===== src/rtl/vending_multi_pkg.sv =====
// Shared types and helpers for the multi-row card vending controller.
package vending_multi_pkg;

  typedef enum logic [2:0] {
    S_IDLE,
    S_RELOADING,
    S_CODE1,
    S_CODE2,
    S_CHECK,
    S_TRANSACT,
    S_VENDING
  } state_t;

  localparam int unsigned DIGIT_MAX = 9;
  localparam int unsigned COLS      = 10;

  // Flat item index d1*10+d2; callers narrow it to their index width.
  function automatic int unsigned item_index(input logic [3:0] d1, input logic [3:0] d2);
    return 32'(d1) * COLS + 32'(d2);
  endfunction

endpackage


===== src/rtl/vending_machine_multi_if.sv =====
// Front-end / dispenser signal bundle for vending_machine_multi.
interface vending_machine_multi_if #(
  parameter int unsigned ROWS   = 2,
  parameter int unsigned COST_W = 4
);
  localparam int unsigned IDX_W = $clog2(ROWS * 10);

  logic              RELOAD;
  logic              CARD_IN;
  logic [3:0]        ITEM_CODE;
  logic              KEY_PRESS;
  logic              CANCEL;
  logic              VALID_TRAN;
  logic              DOOR_OPEN;
  logic              PRICE_WE;
  logic [IDX_W-1:0]  PRICE_ADDR;
  logic [COST_W-1:0] PRICE_DATA;
  logic              VEND;
  logic              INVALID_SEL;
  logic              SOLD_OUT;
  logic [COST_W-1:0] COST;
  logic              FAILED_TRAN;

  modport master (
    output RELOAD, CARD_IN, ITEM_CODE, KEY_PRESS, CANCEL, VALID_TRAN, DOOR_OPEN,
           PRICE_WE, PRICE_ADDR, PRICE_DATA,
    input  VEND, INVALID_SEL, SOLD_OUT, COST, FAILED_TRAN
  );

  modport slave (
    input  RELOAD, CARD_IN, ITEM_CODE, KEY_PRESS, CANCEL, VALID_TRAN, DOOR_OPEN,
           PRICE_WE, PRICE_ADDR, PRICE_DATA,
    output VEND, INVALID_SEL, SOLD_OUT, COST, FAILED_TRAN
  );
endinterface


===== src/rtl/vending_store.sv =====
// Per-item stock and price storage with one combinational read port.
module vending_store #(
  parameter int unsigned NUM_ITEMS = 20,
  parameter int unsigned IDX_W     = 5,
  parameter int unsigned STOCK_W   = 4,
  parameter int unsigned COST_W    = 4,
  parameter int unsigned MAX_STOCK = 10
) (
  input  logic               i_clk,
  input  logic               i_rst_n,
  input  logic               i_reload_all,
  input  logic               i_dec,
  input  logic [IDX_W-1:0]   i_idx,
  input  logic               i_price_we,
  input  logic [IDX_W-1:0]   i_price_addr,
  input  logic [COST_W-1:0]  i_price_data,
  output logic [STOCK_W-1:0] o_stock_c,
  output logic [COST_W-1:0]  o_price_c
);

  logic [STOCK_W-1:0] r_stock [NUM_ITEMS];
  logic [COST_W-1:0]  r_price [NUM_ITEMS];
  logic               w_idx_ok;
  logic               w_addr_ok;

  assign w_idx_ok  = 32'(i_idx) < NUM_ITEMS;
  assign w_addr_ok = 32'(i_price_addr) < NUM_ITEMS;

  // Reload overwrites every entry; decrement saturates at zero.
  always_ff @(posedge i_clk or negedge i_rst_n) begin
    if (!i_rst_n) begin
      for (int unsigned i = 0; i < NUM_ITEMS; i++) r_stock[i] <= '0;
    end else if (i_reload_all) begin
      for (int unsigned i = 0; i < NUM_ITEMS; i++) r_stock[i] <= STOCK_W'(MAX_STOCK);
    end else if (i_dec && w_idx_ok && (r_stock[i_idx] != '0)) begin
      r_stock[i_idx] <= r_stock[i_idx] - STOCK_W'(1);
    end
  end

  always_ff @(posedge i_clk or negedge i_rst_n) begin
    if (!i_rst_n) begin
      for (int unsigned i = 0; i < NUM_ITEMS; i++) r_price[i] <= '0;
    end else if (i_price_we && w_addr_ok) begin
      r_price[i_price_addr] <= i_price_data;
    end
  end

  assign o_stock_c = w_idx_ok ? r_stock[i_idx] : '0;
  assign o_price_c = w_idx_ok ? r_price[i_idx] : '0;

endmodule


===== src/rtl/vending_machine_multi.sv =====
// Card vending controller: two-digit selection, payment wait and dispense sequencing.
module vending_machine_multi
  import vending_multi_pkg::*;
#(
  parameter int unsigned ROWS        = 2,
  parameter int unsigned STOCK_W     = 4,
  parameter int unsigned MAX_STOCK   = 10,
  parameter int unsigned COST_W      = 4,
  parameter int unsigned TIMEOUT_CYC = 5
) (
  input logic CLK,
  input logic RESET_N,
  vending_machine_multi_if.slave bus
);

  localparam int unsigned NUM_ITEMS = ROWS * COLS;
  localparam int unsigned IDX_W     = $clog2(NUM_ITEMS);
  localparam int unsigned TMR_W     = $clog2(TIMEOUT_CYC + 1);
  localparam logic [TMR_W-1:0] TMR_LAST = TMR_W'(TIMEOUT_CYC - 1);

  state_t             r_state, w_next;
  logic [3:0]         r_d1, r_d2, w_d1_nxt, w_d2_nxt;
  logic [TMR_W-1:0]   r_timer, w_timer_nxt;
  logic               r_door_seen, w_door_nxt;
  logic               r_vend, r_invalid, r_sold_out, r_failed;
  logic [COST_W-1:0]  r_cost, w_cost_nxt;
  logic               w_invalid_nxt, w_sold_nxt, w_failed_nxt;
  logic               w_reload, w_dec, w_price_we, w_timeout, w_code_ok;
  logic [IDX_W-1:0]   w_idx;
  logic [STOCK_W-1:0] w_stock_c;
  logic [COST_W-1:0]  w_price_c;

  assign w_idx      = IDX_W'(item_index(r_d1, r_d2));
  assign w_code_ok  = (32'(r_d1) < ROWS) && (32'(r_d2) <= DIGIT_MAX);
  assign w_timeout  = (r_timer == TMR_LAST);
  assign w_price_we = bus.PRICE_WE && ((r_state == S_IDLE) || (r_state == S_RELOADING));

  vending_store #(
    .NUM_ITEMS (NUM_ITEMS),
    .IDX_W     (IDX_W),
    .STOCK_W   (STOCK_W),
    .COST_W    (COST_W),
    .MAX_STOCK (MAX_STOCK)
  ) u_store (
    .i_clk        (CLK),
    .i_rst_n      (RESET_N),
    .i_reload_all (w_reload),
    .i_dec        (w_dec),
    .i_idx        (w_idx),
    .i_price_we   (w_price_we),
    .i_price_addr (bus.PRICE_ADDR),
    .i_price_data (bus.PRICE_DATA),
    .o_stock_c    (w_stock_c),
    .o_price_c    (w_price_c)
  );

  always_ff @(posedge CLK or negedge RESET_N) begin
    if (!RESET_N) begin
      r_state     <= S_IDLE;
      r_d1        <= '0;
      r_d2        <= '0;
      r_timer     <= '0;
      r_door_seen <= 1'b0;
      r_vend      <= 1'b0;
      r_invalid   <= 1'b0;
      r_sold_out  <= 1'b0;
      r_failed    <= 1'b0;
      r_cost      <= '0;
    end else begin
      r_state     <= w_next;
      r_d1        <= w_d1_nxt;
      r_d2        <= w_d2_nxt;
      r_timer     <= w_timer_nxt;
      r_door_seen <= w_door_nxt;
      r_vend      <= (w_next == S_VENDING);
      r_invalid   <= w_invalid_nxt;
      r_sold_out  <= w_sold_nxt;
      r_failed    <= w_failed_nxt;
      r_cost      <= w_cost_nxt;
    end
  end

  always_comb begin
    w_next        = r_state;
    w_d1_nxt      = r_d1;
    w_d2_nxt      = r_d2;
    w_door_nxt    = r_door_seen;
    w_invalid_nxt = 1'b0;
    w_sold_nxt    = 1'b0;
    w_failed_nxt  = 1'b0;
    w_reload      = 1'b0;
    w_dec         = 1'b0;
    unique case (r_state)
      S_IDLE: begin
        if (bus.RELOAD)       w_next = S_RELOADING;
        else if (bus.CARD_IN) w_next = S_CODE1;
      end
      S_RELOADING: begin
        w_reload = 1'b1;
        if (!bus.RELOAD) w_next = S_IDLE;
      end
      S_CODE1: begin
        if (bus.KEY_PRESS) begin
          w_d1_nxt = bus.ITEM_CODE;
          w_next   = S_CODE2;
        end else if (bus.CANCEL) begin
          w_next = S_IDLE;
        end else if (w_timeout) begin
          w_next        = S_IDLE;
          w_invalid_nxt = 1'b1;
        end
      end
      S_CODE2: begin
        if (bus.KEY_PRESS) begin
          w_d2_nxt = bus.ITEM_CODE;
          w_next   = S_CHECK;
        end else if (bus.CANCEL) begin
          w_next = S_IDLE;
        end else if (w_timeout) begin
          w_next        = S_IDLE;
          w_invalid_nxt = 1'b1;
        end
      end
      S_CHECK: begin
        // Bad code or unpriced item takes precedence over an empty slot.
        if (!w_code_ok || (w_price_c == '0)) begin
          w_next        = S_IDLE;
          w_invalid_nxt = 1'b1;
        end else if (w_stock_c == '0) begin
          w_next        = S_IDLE;
          w_invalid_nxt = 1'b1;
          w_sold_nxt    = 1'b1;
        end else begin
          w_next = S_TRANSACT;
        end
      end
      S_TRANSACT: begin
        if (bus.VALID_TRAN) begin
          w_next     = S_VENDING;
          w_dec      = 1'b1;
          w_door_nxt = 1'b0;
        end else if (bus.CANCEL) begin
          w_next = S_IDLE;
        end else if (w_timeout) begin
          w_next       = S_IDLE;
          w_failed_nxt = 1'b1;
        end
      end
      S_VENDING: begin
        if (bus.DOOR_OPEN)     w_door_nxt = 1'b1;
        else if (r_door_seen)  w_next     = S_IDLE;
        else if (w_timeout)    w_next     = S_IDLE;
      end
      default: w_next = S_IDLE;
    endcase

    // An open door pins the timer so a long pickup never times out.
    if ((w_next != r_state) || ((r_state == S_VENDING) && bus.DOOR_OPEN))
      w_timer_nxt = '0;
    else if (r_timer != {TMR_W{1'b1}})
      w_timer_nxt = r_timer + TMR_W'(1);
    else
      w_timer_nxt = r_timer;

    w_cost_nxt = ((w_next == S_TRANSACT) || (w_next == S_VENDING)) ? w_price_c : '0;
  end

  assign bus.VEND        = r_vend;
  assign bus.INVALID_SEL = r_invalid;
  assign bus.SOLD_OUT    = r_sold_out;
  assign bus.COST        = r_cost;
  assign bus.FAILED_TRAN = r_failed;

endmodule


===== src/flat_wrapper.sv =====
// flat-port wrapper written by rule: the top's interface ports become plain ports
module vending_machine_multi_flat import vending_multi_pkg::*;
#(
  parameter int unsigned ROWS        = 2,
  parameter int unsigned STOCK_W     = 4,
  parameter int unsigned MAX_STOCK   = 10,
  parameter int unsigned COST_W      = 4,
  parameter int unsigned TIMEOUT_CYC = 5
)
  (CLK, RESET_N, bus_RELOAD, bus_CARD_IN, bus_ITEM_CODE, bus_KEY_PRESS, bus_CANCEL, bus_VALID_TRAN, bus_DOOR_OPEN, bus_PRICE_WE, bus_PRICE_ADDR, bus_PRICE_DATA, bus_VEND, bus_INVALID_SEL, bus_SOLD_OUT, bus_COST, bus_FAILED_TRAN);
  vending_machine_multi_if #(.ROWS(ROWS), .COST_W(COST_W)) bus_i ();
  input logic CLK;
  input logic RESET_N;
  input wire logic [$bits(bus_i.RELOAD)-1:0] bus_RELOAD;
  input wire logic [$bits(bus_i.CARD_IN)-1:0] bus_CARD_IN;
  input wire logic [$bits(bus_i.ITEM_CODE)-1:0] bus_ITEM_CODE;
  input wire logic [$bits(bus_i.KEY_PRESS)-1:0] bus_KEY_PRESS;
  input wire logic [$bits(bus_i.CANCEL)-1:0] bus_CANCEL;
  input wire logic [$bits(bus_i.VALID_TRAN)-1:0] bus_VALID_TRAN;
  input wire logic [$bits(bus_i.DOOR_OPEN)-1:0] bus_DOOR_OPEN;
  input wire logic [$bits(bus_i.PRICE_WE)-1:0] bus_PRICE_WE;
  input wire logic [$bits(bus_i.PRICE_ADDR)-1:0] bus_PRICE_ADDR;
  input wire logic [$bits(bus_i.PRICE_DATA)-1:0] bus_PRICE_DATA;
  output wire logic [$bits(bus_i.VEND)-1:0] bus_VEND;
  output wire logic [$bits(bus_i.INVALID_SEL)-1:0] bus_INVALID_SEL;
  output wire logic [$bits(bus_i.SOLD_OUT)-1:0] bus_SOLD_OUT;
  output wire logic [$bits(bus_i.COST)-1:0] bus_COST;
  output wire logic [$bits(bus_i.FAILED_TRAN)-1:0] bus_FAILED_TRAN;
  assign bus_i.RELOAD = bus_RELOAD;
  assign bus_i.CARD_IN = bus_CARD_IN;
  assign bus_i.ITEM_CODE = bus_ITEM_CODE;
  assign bus_i.KEY_PRESS = bus_KEY_PRESS;
  assign bus_i.CANCEL = bus_CANCEL;
  assign bus_i.VALID_TRAN = bus_VALID_TRAN;
  assign bus_i.DOOR_OPEN = bus_DOOR_OPEN;
  assign bus_i.PRICE_WE = bus_PRICE_WE;
  assign bus_i.PRICE_ADDR = bus_PRICE_ADDR;
  assign bus_i.PRICE_DATA = bus_PRICE_DATA;
  assign bus_VEND = bus_i.VEND;
  assign bus_INVALID_SEL = bus_i.INVALID_SEL;
  assign bus_SOLD_OUT = bus_i.SOLD_OUT;
  assign bus_COST = bus_i.COST;
  assign bus_FAILED_TRAN = bus_i.FAILED_TRAN;
  vending_machine_multi #(.ROWS(ROWS), .STOCK_W(STOCK_W), .MAX_STOCK(MAX_STOCK), .COST_W(COST_W), .TIMEOUT_CYC(TIMEOUT_CYC)) u_core (.CLK(CLK), .RESET_N(RESET_N), .bus(bus_i));
endmodule

===== config.mk =====
export PLATFORM = sky130hd
export DESIGN_NAME = vending_machine_multi_flat
export DESIGN_NICKNAME = d
export VERILOG_FILES = /design/src/rtl/vending_multi_pkg.sv /design/src/rtl/vending_machine_multi_if.sv /design/src/rtl/vending_store.sv /design/src/rtl/vending_machine_multi.sv /design/src/flat_wrapper.sv
export SDC_FILE = /design/constraint.sdc
export NUM_CORES = 1
export LEC_CHECK = 0
export BUFFER_PORTS_ARGS = -buffer_cell sky130_fd_sc_hd__buf_2
export CAP_MARGIN = 25
export CORE_MARGIN = 3
export CORE_UTILIZATION = 39
export CTS_BUF_LIST = sky130_fd_sc_hd__clkbuf_4 sky130_fd_sc_hd__clkbuf_8
export CTS_CLUSTER_SIZE = 14
export DETAILED_ROUTE_END_ITERATION = 8
export GPL_TIMING_DRIVEN = 0
export MAX_ROUTING_LAYER = met4
export PLACE_DENSITY = 0.51
export SYNTH_ARGS = -nofsm -noshare
export SYNTH_HDL_FRONTEND = slang
export SYNTH_HIERARCHICAL = 1
export SYNTH_SLANG_ARGS = --single-unit

===== constraint.sdc =====
create_clock -name CLK -period 4.3 [get_ports CLK]
set_input_delay 0.43 -clock CLK [delete_from_list [all_inputs] [get_ports CLK]]
set_output_delay 0.43 -clock CLK [all_outputs]
set_load 0.005 [all_outputs]

* Word level (Yosys, flattened, before mapping)
Cells that the tools add are included.
** Storage, ports and cells
- Logic and storage cells :: 149
- Bits in registers :: 183
- Output and inout port bits :: 8
** Operators by class
- Equality and inequality tests :: 13
- Magnitude comparators :: 8
- $add $sub $neg :: 3
- Multipliers :: 1
- Muxes and demuxes :: 48
- Bitwise gates (word level) :: 2
- Reduce and logical (&&, ||, !) cells :: 24
** Operator list (count)
- 80-bit bitwise mux :: 2
- 80-bit 2-to-1 mux :: 2
- 3-bit 2-to-1 mux :: 14
- 4-bit binary-select mux with 5-bit select :: 2
- 4-bit demux with 5-bit select :: 2
- 4-bit 2-to-1 mux :: 9
- 3-bit case mux with 7 select lines :: 1
- 3-bit equality test, second input constant :: 6
- 1-bit 2-to-1 mux :: 14
- 6-bit >= comparator, second input constant :: 2
- 6-bit by 1-bit less-than comparator with 1-bit output, second input constant :: 2
- 5-bit NOT with 6-bit output :: 2
- 5-bit less-than comparator, second input constant :: 2
- 1-bit logical AND :: 8
- 4-bit logical NOT :: 2
- 3-bit by 2-bit equality test with 1-bit output, second input constant :: 2
- 2-bit nonzero test :: 3
- 5-bit by 4-bit adder with 5-bit output :: 1
- 4-bit less-or-equal comparator, second input constant :: 1
- 1-bit logical OR :: 4
- 4-bit by 2-bit less-than comparator with 1-bit output, second input constant :: 1
- 4-bit by 3-bit multiplier with 4-bit output, second input constant :: 1
- 2-bit inequality test, second input constant :: 2
- 1-bit case mux with 2 select lines :: 2
- 11 further kinds :: 12

* Depth between registers and ports, before layout
Gate-level depths: netlist of run 1.
- Depth after elaboration :: 14
- Mapped depth :: 16
- Gate-level depth less buffers :: 13

* Modules after synthesis
Netlist of run 1, hierarchy kept.
** By module, submodules not included
- vending_store :: times used 1, sequential area each 4003.8 um2, area each 8220.4 um2, cells an instance 676
- vending_machine_multi :: times used 1, sequential area each 575.6 um2, area each 1386.3 um2, cells an instance 130

* Worst setup path after synthesis of run 1
No wires, ideal clock.
- Path kind :: register to register
- From :: register u_core.r_d1[0]
- To :: register u_core/u_store/r_stock[3] in the netlist's numbering
- Cell stages (with the launch flop) :: 16
- Setup slack :: 0.780 ns
- Buffers on the path :: 2
- Arrival time :: 3.434 ns
- Clock period less this slack :: 3.520 ns
- Cell sequence :: dfrtp_1 -> ha_1 -> ha_1 -> a21oi_1 -> xnor2_1 -> or3b_4 -> nor3_1 -> nor2_1 -> and4_1 -> clkbuf_1 -> ha_1 -> nand4_4 -> buf_6 -> o2111a_1 -> nand2_1 -> o211ai_1
** Between the ends
- Word-level cells in the longest chain between the ends :: 10
- Elaborated cells on any way between the ends :: 20
** RTL lines
- start, declared :: RTL line vending_machine_multi.sv:22 : logic [3:0] r_d1, r_d2, w_d1_nxt, w_d2_nxt;
- start signal, assigned :: RTL line vending_machine_multi.sv:71 : r_d1 <= w_d1_nxt;
- 4-bit by 3-bit multiplier with 4-bit output (*) :: RTL line vending_multi_pkg.sv:19 : return 32'(d1) * COLS + 32'(d2);
- 5-bit by 4-bit adder with 5-bit output (*) :: RTL line vending_multi_pkg.sv:19
- net u_core.w_idx[4] :: RTL line vending_machine_multi.sv:29 : logic [IDX_W-1:0] w_idx;
- 5-bit NOT with 6-bit output (implied by the code) :: RTL line vending_store.sv:35, vending_store.sv:36
- 4-bit binary-select mux with 5-bit select (tied with other cells) :: RTL line vending_store.sv:35, vending_store.sv:36
- 4-bit 2-to-1 mux (implied by the code) or 1-bit logical AND (tied branches) :: RTL line vending_store.sv:35, vending_store.sv:36
- 4-bit 2-to-1 mux (on tied branches) :: RTL line vending_store.sv:35, vending_store.sv:36
- 4-bit by 1-bit subtractor with 4-bit output or 4-bit demux with 5-bit select (tied branches) :: RTL line vending_store.sv:36 : r_stock[i_idx] <= r_stock[i_idx] - STOCK_W'(1);
- 80-bit bitwise mux :: RTL line vending_store.sv:36
- 80-bit 2-to-1 mux :: RTL line vending_store.sv:35 : end else if (i_dec && w_idx_ok && (r_stock[i_idx] != '0)) begin
- 80-bit 2-to-1 mux :: RTL line vending_store.sv:33 : end else if (i_reload_all) begin
- end signal, assigned by index :: RTL line vending_store.sv:36
- end, declared :: RTL line vending_store.sv:21 : logic [STOCK_W-1:0] r_stock [NUM_ITEMS];
Mark *: on every way through the listed nets, which the timed path passes. The rest lies on a longest branch. The select of a mux whose other input is x is not followed.
A chain may end at the register's enable or synchronous reset.

* Worst setup path in the final report of run 1
- From :: register u_core.r_d1[0]
- To :: register u_core/u_store/r_stock[14] in the netlist's numbering
The elaborated chain is that of the path after synthesis.

==> results of run 1 <==
per-stage QoR:
stage | hold slack [ps] | worst slack [ps] | TNS [ps]
2_1_floorplan | 134 | 780 | 0
4_1_cts | 137 | -36.5 | -36.5
3_5_place_dp | 413 | -498 | -26390
6_report | 171 | 176 | 0
3_3_place_gp | 473 | -361 | -31020
5_1_grt | 151 | 4.02 | 0
critical path, delay by kind of cell (launching register included):
family / cells / cell delay [ps]
buf+inv: 1 / 270
compound gates: 5 / 1350
fa+ha+maj: 3 / 890
flops: 1 / 420
simple gates: 4 / 910
xor+xnor: 1 / 200
layout make-up:
class	count	area [µm²]	share of cell area
multi-input combinational	554	4700	0.441
sequential	183	4580	0.430
tap	319	399	0.0374
buffer	54	338	0.0317
clock buffer	18	241	0.0227
timing repair buffer	29	184	0.0173
clock inverter	14	156	0.0147
inverter	15	61.3	0.00575
placed cells by master (no fill, tap or decap), types with 10 or more instances in the layout:
master / count
mux2_2: 91
buf_2: 31
clkbuf_8: 18
inv_1: 13
o211ai_1: 27
mux4_2: 27
nand3_1: 17
mux2i_1: 63
nor3b_1: 10
o21ai_4: 15
nand2_1: 65
a21oi_1: 30
o21ai_0: 32
clkbuf_1: 27
dfrtp_1: 182
nor2_1: 65
worst paths after layout:
kind,start,to,slack (ps),cells past startpoint
max in group asynchronous,RESET_N,u_core/u_store/r_stock[51],2860,3
worst min-delay path,bus_VALID_TRAN,u_core/bus.FAILED_TRAN,170,2
worst max-delay path,u_core/r_d1[0],u_core/u_store/r_stock[14],180,14
worst min register to register,u_core/u_store/r_stock[59],u_core/u_store/r_stock[59],510,2
worst max register to register,u_core/r_d1[0],u_core/u_store/r_stock[14],180,14
min in group asynchronous,RESET_N,u_core/r_door_seen,470,2
logic make-up after synthesis:
family,synth area share
AO/OA/AOI/OAI,0.113
buffers and inverters,0.0388
XOR/XNOR,0.00638
adder cells (fa/ha/maj),0.0138
multiplexers,0.237
flip-flops,0.477
AND/OR/NAND/NOR,0.115
cells in the mapped netlist (6+ instances only):
cell / n / area, µm²
dfrtp_1: 183 / 4580
mux2_2: 91 / 1020
nand2_1: 65 / 244
nor2_1: 65 / 244
mux2i_1: 64 / 641
o21ai_0: 32 / 160
a21oi_1: 30 / 150
clkbuf_1: 30 / 113
mux4_2: 27 / 608
o211ai_1: 27 / 203
nand3_1: 17 / 85.1
o21ai_4: 15 / 244
inv_1: 13 / 48.8
nor3b_1: 10 / 75.1
buf_2: 9 / 45.0
ha_1: 9 / 113
nor2b_1: 9 / 56.3
nor3_1: 9 / 45.0
buf_6: 8 / 90.1
nand3b_1: 6 / 45.0
flip-flops by register name (all words and copies together) (netlist names):
register / flops
u_core/u_store/r_stock: 80
u_core/bus.INVALID_SEL: 1
u_core/r_state: 3
u_core/bus.COST: 4
u_core/r_d2: 4
u_core/r_timer: 3
u_core/u_store/r_price: 80
u_core/bus.FAILED_TRAN: 1
u_core/r_door_seen: 1
u_core/bus.VEND: 1
u_core/r_d1: 4
u_core/bus.SOLD_OUT: 1
what timing repair did:
action / 4_1_cts / 5_1_grt
endpoints found under the hold margin: 65 / 0
pin swaps: 0 / 1
hold buffers: 1 / 0
resized for setup: 10 / 11
buffers inserted: 0 / 1
setup endpoints to repair: 88 / 45
metal layers:
layer  track usage  wire, µm  up-vias
met5             -         0        -
met2         0.314     11800      147
met4        0.0542       425        0
li1              -         -     3035
met3        0.0308       846       31
met1         0.278     11900     3438
==> results by group, run 1 <==
Route
  – Initial DRC Count: 503
  – Wire per inst: 21.0 µm
  – Via density: between 5 and 6
  – Via count: about 6,700
  – Routed wire length: 24.9 mm
  – Routed Antenna Nets: 0
  – DRC: 0
  – Drt first pass iters: 5

Place
  – Detailed Place HPWL: ~18 mm
  – Gpl congestion: around 0.9
  – DP Area: 10,200 µm²
  – I/O Buffers: 25
  – Post-placement cell count: 1,152

Logic synthesis
  – Async SR Flop Fraction: 1.00
  – Post-synthesis register bit count: between 150 and 200
  – Mapped cell area: 9610 µm²
  – Gate Count Post-Synth: between 800 and 900
  – Yosys warning count: 6
  – Prevailing post-synth register cell: dfrtp_1
  – Syn Nets: ~840
  – EDFF count, synth: 0
  – Sequential fraction of the synthesis area: 0.477
  – Syn avg cell area: 11.9 µm²
  – Synth unique cells: 74

Die
  – Die Footprint: around 27,000 µm²
  – Die X: between 150 and 200 µm
  – Die Y: around 160 µm
  – Starting Density: 0.403
  – Rows: 56
  – Core area: 23,800 µm²
  – IO Count: 30

Worst setup path
  – Max incr delay on CP: about 570 ps
  – Worst path cell trace: ha_1 > ha_1 > a21oi_1 > xnor2_2 > nand4bb_1 > o22ai_1 > nor2_1 > and4_1 > clkbuf_4 > ha_1 > nand4_4 > o211ai_1 > o21ai_0 > a21oi_1
  – Crit Path Max Fanout: 11
  – Worst Path Required: around 4700 ps
  – Most frequent CP cell: ha_1
  – Crit. End Element: register
  – Startpoint Class: register
  – Crit path DAT: 4510 ps
  – Slowest cell on crit path: o211ai_1
  – CP Class: register to register

Job
  – MaxCap Viol Count: 0

Global route
  – Initial antenna violation count: 0
  – Global route overflow: 0
  – Largest net degree at the start of global routing: around 120
  – Tot GR Track Use: 0.202
  – Global-route wire length before repair: ~40 mm
  – Vias in the first global route: between 6,000 and 7,000

Final layout
  – # diodes: 0
  – Fillers: ~2,200
  – Area Growth Syn to Fin: 11.0%
  – Nets: 886
  – Post-layout util: 0.447
  – Layout cells sized above 1: 0.283
  – Non-filler cells in the finished layout: around 1,200
  – Final Instance Area: between 10,000 and 15,000 µm²

Clock tree
  – Clk_lat worst skew: ~470 ps
  – Longest Clk Path Bufs: 2
  – CTS tree: done
  – Clock slew at reported path FFs: around 120 ps
  – TritonCTS buffer count: 17
  – H-tree depth: 4
  – CTS sink cnt: about 180
  – Clk root buf: clkbuf_8

Timing
  – Max Fclk: between 200 and 250 MHz
  – RSZ-0062 raised after global routing: false
  – Final hold violations: 0
  – Worst-Margin Slew: between 800 and 900 ps
  – Clk_skew: roughly 22 ps
  – Final Max Tran Viols: 0
  – Max transition margin: 0.442
  – Minimum clock period: between 4000 and 5000 ps
  – Count of final setup violators: 0
  – Fraction of the cycle the final worst path needs: 0.959

Outcome
  – Status: finished, final reports clean

Worst hold path
  – Hold Crit Class: input port to register
Power of run 1 is left out: the tool's default activity adds up to more than one toggle a clock period on the data nets, which glitch-free logic cannot reach.
==> run 2, diff against run 1 <==
--- a/config.mk
+++ b/config.mk
@@ -9,7 +9,7 @@
 export CAP_MARGIN = 25
 export CORE_MARGIN = 3
 export CORE_UTILIZATION = 39
-export CTS_BUF_LIST = sky130_fd_sc_hd__clkbuf_4 sky130_fd_sc_hd__clkbuf_8
+export CTS_BUF_LIST = sky130_fd_sc_hd__clkbuf_4
 export CTS_CLUSTER_SIZE = 14
 export DETAILED_ROUTE_END_ITERATION = 8
 export GPL_TIMING_DRIVEN = 0
==> run 2 against run 1 <==
  * Global-route usage hardly changed
  * Sequential share of layout area grew 0.34 points
  * Final cell count up 0.34%
  * Critical path type unchanged
  * Non-clock buffer count is 2 higher
  * Register-to-register slack gained 20 ps
  * Routed wire length hardly changed
  * Setup slack better by 18 ps
  * Clock-buffer cell count did not move
  * Die area is the same
  * Flip-flop and latch count is the same
==> results by group, run 2 (synthesis gave the netlist of run 1 again) <==
Outcome
  – Status: finished, final reports clean

Worst setup path
  – Critical path buffer and inverter count: 4 (+3)
  – Max incr delay on CP: 590 ps (+20 ps)
  – Flop2flop setup slack: 190 ps (+20 ps)
  – Crit Path Max Fanout: 10 (-1)
  – Slowest cell on crit path: or4_1
  – Crit path DAT: 4660 ps (+150 ps)
  – CP delay by family, top: buffers and inverters
  – CP Class: register to register
  – Worst Path Required: 4850 ps (+170 ps)
  – Worst path cell trace: ha_1 > buf_6 > buf_6 > buf_2 > buf_2 > mux4_2 > mux2i_2 > nor2_1 > a21oi_1 > o21ai_0 > or4_1 > nand4_1 > o221a_1 > o2111ai_2 > nor2_1
  – Startpoint Class: register
  – Crit. End Element: register

Global route
  – Global-route wire length before repair: 40.1 mm (about the same)
  – Initial antenna violation count: 1 (+1)
  – Vias in the first global route: 7,005 (+0.10%)
  – Largest net degree at the start of global routing: 119 (unchanged)
  – Tot GR Track Use: 0.202 (+0.000458)
  – Global route overflow: 0 (unchanged)

Route
  – Routed Antenna Nets: 0 (unchanged)
  – DRC: 0 (unchanged)
  – Drt first pass iters: 5 (unchanged)
  – Via count: 6,671 (+0.30%)
  – Wire per inst: 21.0 µm (-0.29%)
  – Initial DRC Count: 518 (+3.0%)
  – Via density: 5.61 (about the same)
  – Routed wire length: 24.9 mm (about the same)

Die
  – Rows: 56 (unchanged)
  – Die X: 163 µm (unchanged)
  – Die Y: 163 µm (unchanged)
  – Die Footprint: 26,600 µm² (unchanged)
  – IO Count: 30 (unchanged)
  – Starting Density: 0.403 (unchanged)
  – Core area: 23,800 µm² (unchanged)

Place
  – I/O Buffers: 25 (unchanged)
  – Post-placement cell count: 1,152 (unchanged)
  – Gpl congestion: 0.897 (unchanged)
  – Detailed Place HPWL: 18.0 mm (unchanged)

Final layout
  – Multi-input logic area: 4700 µm² (about the same)
  – FF/Latch Area: 4580 µm² (unchanged)
  – Largest regs: u_core/u_store/r_price (80), u_core/u_store/r_stock (80)
  – Commonest non-fill, non-tap cell in the layout: dfrtp_1
  – Nets: 888 (+0.23%)
  – Fillers: 2,265 (+0.89%)
  – Non-filler cells in the finished layout: 1,190 (+0.34%)
  – Leading cell types in the layout, fill and taps excluded: dfrtp_1 (182), mux2_2 (91), nor2_1 (65), nand2_1 (65), mux2i_1 (63)
  – Layout cells sized above 1: 0.284 (+0.00165)
  – Area Growth Syn to Fin: 10.1%

Clock tree
  – H-tree depth: 4 (unchanged)
  – CTS sink cnt: 183 (unchanged)
  – TritonCTS buffer count: 17 (unchanged)
  – Clock slew at reported path FFs: 190 ps (+70 ps)
  – CTS tree: done
  – Longest Clk Path Bufs: 2 (unchanged)
  – Clk root buf: clkbuf_4
  – Clk_lat worst skew: 600 ps (+130 ps)

Job
  – MaxCap Viol Count: 0 (unchanged)

Timing
  – Minimum clock period: 4110 ps (-17.7 ps)
  – Clk_skew: 29.6 ps (+7.51 ps)
  – Count of final setup violators: 0 (unchanged)
  – Final hold violations: 0 (unchanged)
  – Fraction of the cycle the final worst path needs: 0.955 (-0.00412)
  – Max transition margin: 0.427 (-0.0154)
  – Final Max Tran Viols: 0 (unchanged)
  – Worst-Margin Slew: 858 ps (+23.0 ps)
  – Max Fclk: 244 MHz (+0.43%)

Worst hold path
  – Hold Crit Class: input port to register
run 2: layer usage:
layer  track usage  vias up  share of wire
met1         0.278     3436           0.48
met5             -        -              0
met3        0.0262       34          0.036
met4        0.0623        0          0.017
met2         0.315      151           0.47
li1              -     3050              -
run 2: final timing paths:
kind	from	endpoint	depth (start not counted)
max reg2reg	u_core/r_d1[0]	u_core/r_timer[0]	15
max in group asynchronous	RESET_N	u_core/u_store/r_stock[55]	3
min reg2reg	u_core/u_store/r_stock[39]	u_core/u_store/r_stock[39]	2
max	u_core/r_d1[0]	u_core/r_timer[0]	15
min in group asynchronous	RESET_N	u_core/r_door_seen	2
min	bus_ITEM_CODE[2]	u_core/r_d2[2]	2
run 2: final cells by class:
cell class / count / share of cell area
multi-input combinational: 554 / 0.445
inverter: 15 / 0.00580
tap: 319 / 0.0377
timing repair buffer: 31 / 0.0190
buffer: 54 / 0.0317
clock inverter: 14 / 0.0148
antenna: 2 / 0.000473
sequential: 183 / 0.433
clock buffer: 18 / 0.0128
run 2: per-stage QoR:
step	setup TNS (ps)	setup slack, ps	area, µm²	util	hold slack (ps)
3_5_place_dp	-26390	-498	10200	0.427	413
3_3_place_gp	-31020	-361	10100	0.425	473
6_report	0	194	10600	0.444	80.5
4_1_cts	0	28.9	10500	0.442	38.7
2_1_floorplan	0	780	9610	-	134
5_1_grt	-1.19	-1.19	10600	0.444	33.7
run 2: worst reg2reg max path, delay by kind of cell, from the launching register on:
family                   cells  cell delay, ps
multiplexers                 2             660
adder cells (fa/ha/maj)      1             320
buffers and inverters        4            1020
AND/OR/NAND/NOR              4             930
AO/OA/AOI/OAI                4             710
flip-flops                   1             440
run 2: repair_timing:
action                                  CTS  global route
cloned                                    0             0
endpoints found under the hold margin    66             0
setup buffers                             1             1
endpoints found under the setup margin   88            44
pin swaps                                 1             1
hold buffers                              2             0
gates resized for setup                  10            11
Power of run 2 is left out for the same reason.
==> run 3, diff against run 2 <==
--- a/config.mk
+++ b/config.mk
@@ -7,14 +7,15 @@
 export LEC_CHECK = 0
 export BUFFER_PORTS_ARGS = -buffer_cell sky130_fd_sc_hd__buf_2
 export CAP_MARGIN = 25
-export CORE_MARGIN = 3
+export CELL_PAD_IN_SITES_DETAIL_PLACEMENT = 1
+export CELL_PAD_IN_SITES_GLOBAL_PLACEMENT = 1
 export CORE_UTILIZATION = 39
 export CTS_BUF_LIST = sky130_fd_sc_hd__clkbuf_4
 export CTS_CLUSTER_SIZE = 14
 export DETAILED_ROUTE_END_ITERATION = 8
 export GPL_TIMING_DRIVEN = 0
 export MAX_ROUTING_LAYER = met4
-export PLACE_DENSITY = 0.51
+export PLACE_DENSITY = 0.61
 export SYNTH_ARGS = -nofsm -noshare
 export SYNTH_HDL_FRONTEND = slang
 export SYNTH_HIERARCHICAL = 1
==> run 3 against run 2 <==
  * Clock skew shrank 4.6 ps
  * Die area fell by 4.8%
  * Setup slack better by 42 ps
  * Final cell count grew 0.17%
  * Flip-flop and latch count unchanged
==> results by group, run 3 (synthesis gave the netlist of run 1 again) <==
Clock tree
  – H-tree depth: 4 (unchanged)
  – TritonCTS buffer count: 17 (unchanged)
  – CTS tree: done
  – Clk_lat worst skew: 590 ps (about the same)
  – Clk root buf: clkbuf_4
  – CTS sink cnt: 183 (unchanged)
  – Longest Clk Path Bufs: 2 (unchanged)
  – Clock slew at reported path FFs: 160 ps (-30 ps)

Place
  – Post-placement cell count: 1,156 (+0.35%)
  – I/O Buffers: 25 (unchanged)
  – Detailed Place HPWL: 19.4 mm (+7.8%)
  – Gpl congestion: 0.839 (-6.4%)

Job
  – MaxCap Viol Count: 0 (unchanged)

Final layout
  – FF/Latch Area: 4580 µm² (unchanged)
  – Commonest non-fill, non-tap cell in the layout: dfrtp_1
  – Fillers: 2,646 (+17%)
  – Area Growth Syn to Fin: 10.2% (about the same)
  – Multi-input logic area: 4690 µm² (-0.21%)
  – Layout cells sized above 1: 0.281 (-0.00280)
  – Nets: 886 (-0.23%)
  – Leading cell types in the layout, fill and taps excluded: dfrtp_1 (182), mux2_2 (91), nor2_1 (65), nand2_1 (65), mux2i_1 (63)
  – Non-filler cells in the finished layout: 1,192 (+0.17%)
  – Largest regs: u_core/u_store/r_price (80), u_core/u_store/r_stock (80)

Worst setup path
  – CP startpoint: u_core/r_d1[0]
  – CP Class: register to register
  – Critical R2R Launch: u_core/r_d1[0]
  – Worst path cell trace: ha_1 > ha_1 > a21oi_1 > xnor2_2 > or3b_4 > nor3_1 > nor2_1 > and4_1 > clkbuf_4 > ha_1 > nand4_4 > buf_6 > o2111a_1 > nand3_1 > a21oi_1
  – Slowest cell on crit path: or3b_4
  – Crit. End Element: register
  – Worst Path Required: 4790 ps (-60 ps)
  – Crit Path Max Fanout: 11 (+1)
  – Max incr delay on CP: 460 ps (-130 ps)
  – Most frequent CP cell: ha_1
  – Crit path DAT: 4550 ps (-110 ps)
  – Startpoint Class: register

Worst hold path
  – Hold Startpoint: bus_VALID_TRAN
  – Hold Crit Class: input port to register

Route
  – Via density: 5.66 (+0.88%)
  – Wire per inst: 22.1 µm (+5.4%)
  – Metal3 WL: 716 µm (-20%)
  – Drt first pass iters: 5 (unchanged)
  – Via count: 6,741 (+1.0%)
  – WL met1: 12.2 mm (+2.9%)
  – Met2 wire length: 13.0 mm (+11%)
  – Max Used Layer: met4
  – DRC: 0 (unchanged)
  – Routed Antenna Nets: 0 (unchanged)
  – Initial DRC Count: 435 (-16%)
  – Routed wire length: 26.3 mm (+5.6%)

Outcome
  – Status: finished, final reports clean

Timing
  – Minimum clock period: 4060 ps (-41.6 ps)
  – Clk_skew: 25.0 ps (-4.57 ps)
  – Worst-Margin Slew: 944 ps (+86.0 ps)
  – Final hold violations: 0 (unchanged)
  – Max Fclk: 246 MHz (+1.0%)
  – Final Max Tran Viols: 0 (unchanged)
  – Count of final setup violators: 0 (unchanged)
  – Max transition margin: 0.370 (-0.0574)
  – Fraction of the cycle the final worst path needs: 0.945 (-0.00967)

Global route
  – Largest net degree at the start of global routing: 119 (unchanged)
  – Tot GR Track Use: 0.226 (+0.0241)
  – Global-route wire length before repair: 42.7 mm (+6.6%)
  – Global route overflow: 0 (unchanged)
  – Initial antenna violation count: 1 (unchanged)
  – Vias in the first global route: 7,372 (+5.2%)

Die
  – Rows: 57 (+1.8%)
  – Die Y: 159 µm (-2.5%)
  – Die X: 159 µm (-2.5%)
  – Core area: 24,200 µm² (+1.8%)
  – Die Footprint: 25,300 µm² (-4.8%)
  – Starting Density: 0.396 (-0.00707)
  – IO Count: 30 (unchanged)
-- run 3: what timing repair did --
item	4_1_cts	5_1_grt
endpoints found under the hold margin	65	0
buffers inserted	0	2
hold buffers	1	0
gates resized for setup	10	11
pin swaps	0	2
endpoints found under the setup margin	88	56
cloned	0	0
-- run 3: critical path, delay by kind of cell, from the launching register on --
kind,cells,cell delay (ps)
AOI/OAI and AO/OA,3,600
xor gates and xnor gates,1,300
adders and majority gates,3,950
buffers and inverters,2,470
DFF,1,450
and+or+nand+nor,6,1200
-- run 3: layer usage --
metal / global-route usage / vias up
li1: - / 3032
met1: 0.302 / 3566
met2: 0.367 / 119
met3: 0.0266 / 24
met4: 0.0590 / 0
met5: - / -
-- run 3: area by class of cell --
type                    count  area share
inverters                  15     0.00579
diodes                      1    0.000236
flip-flops and latches    183       0.433
plain buffers              53      0.0313
multi-input cells         554       0.443
clock inverters            15      0.0179
repair buffers             30      0.0182
clock buffers              17      0.0121
well taps                 324      0.0383
-- run 3: through the flow --
stage               utilization  setup TNS [ps]  setup WS [ps]  instance area (µm²)  hold WS (ps)
floorplan                     -               0            780                 9610           134
global placement          0.418          -19720           -342                10100           473
detailed placement        0.420          -24030           -447                10200           411
finish                    0.436               0            235                10600          59.9
global route              0.436           -17.7          -17.7                10600          29.8
CTS                       0.434               0           2.17                10500          5.05
-- run 3: worst paths after layout --
path	cells past startpoint	slack (ps)	endpoint
max	15	240	u_core/u_store/r_stock[0]
max reg2reg	15	240	u_core/u_store/r_stock[0]
max in group asynchronous	3	2980	u_core/u_store/r_stock[63]
min	2	60	u_core/bus.FAILED_TRAN
min in group asynchronous	2	360	u_core/bus.VEND
min reg2reg	1	520	u_core/u_store/r_price[53]
Power of run 3 is left out for the same reason.
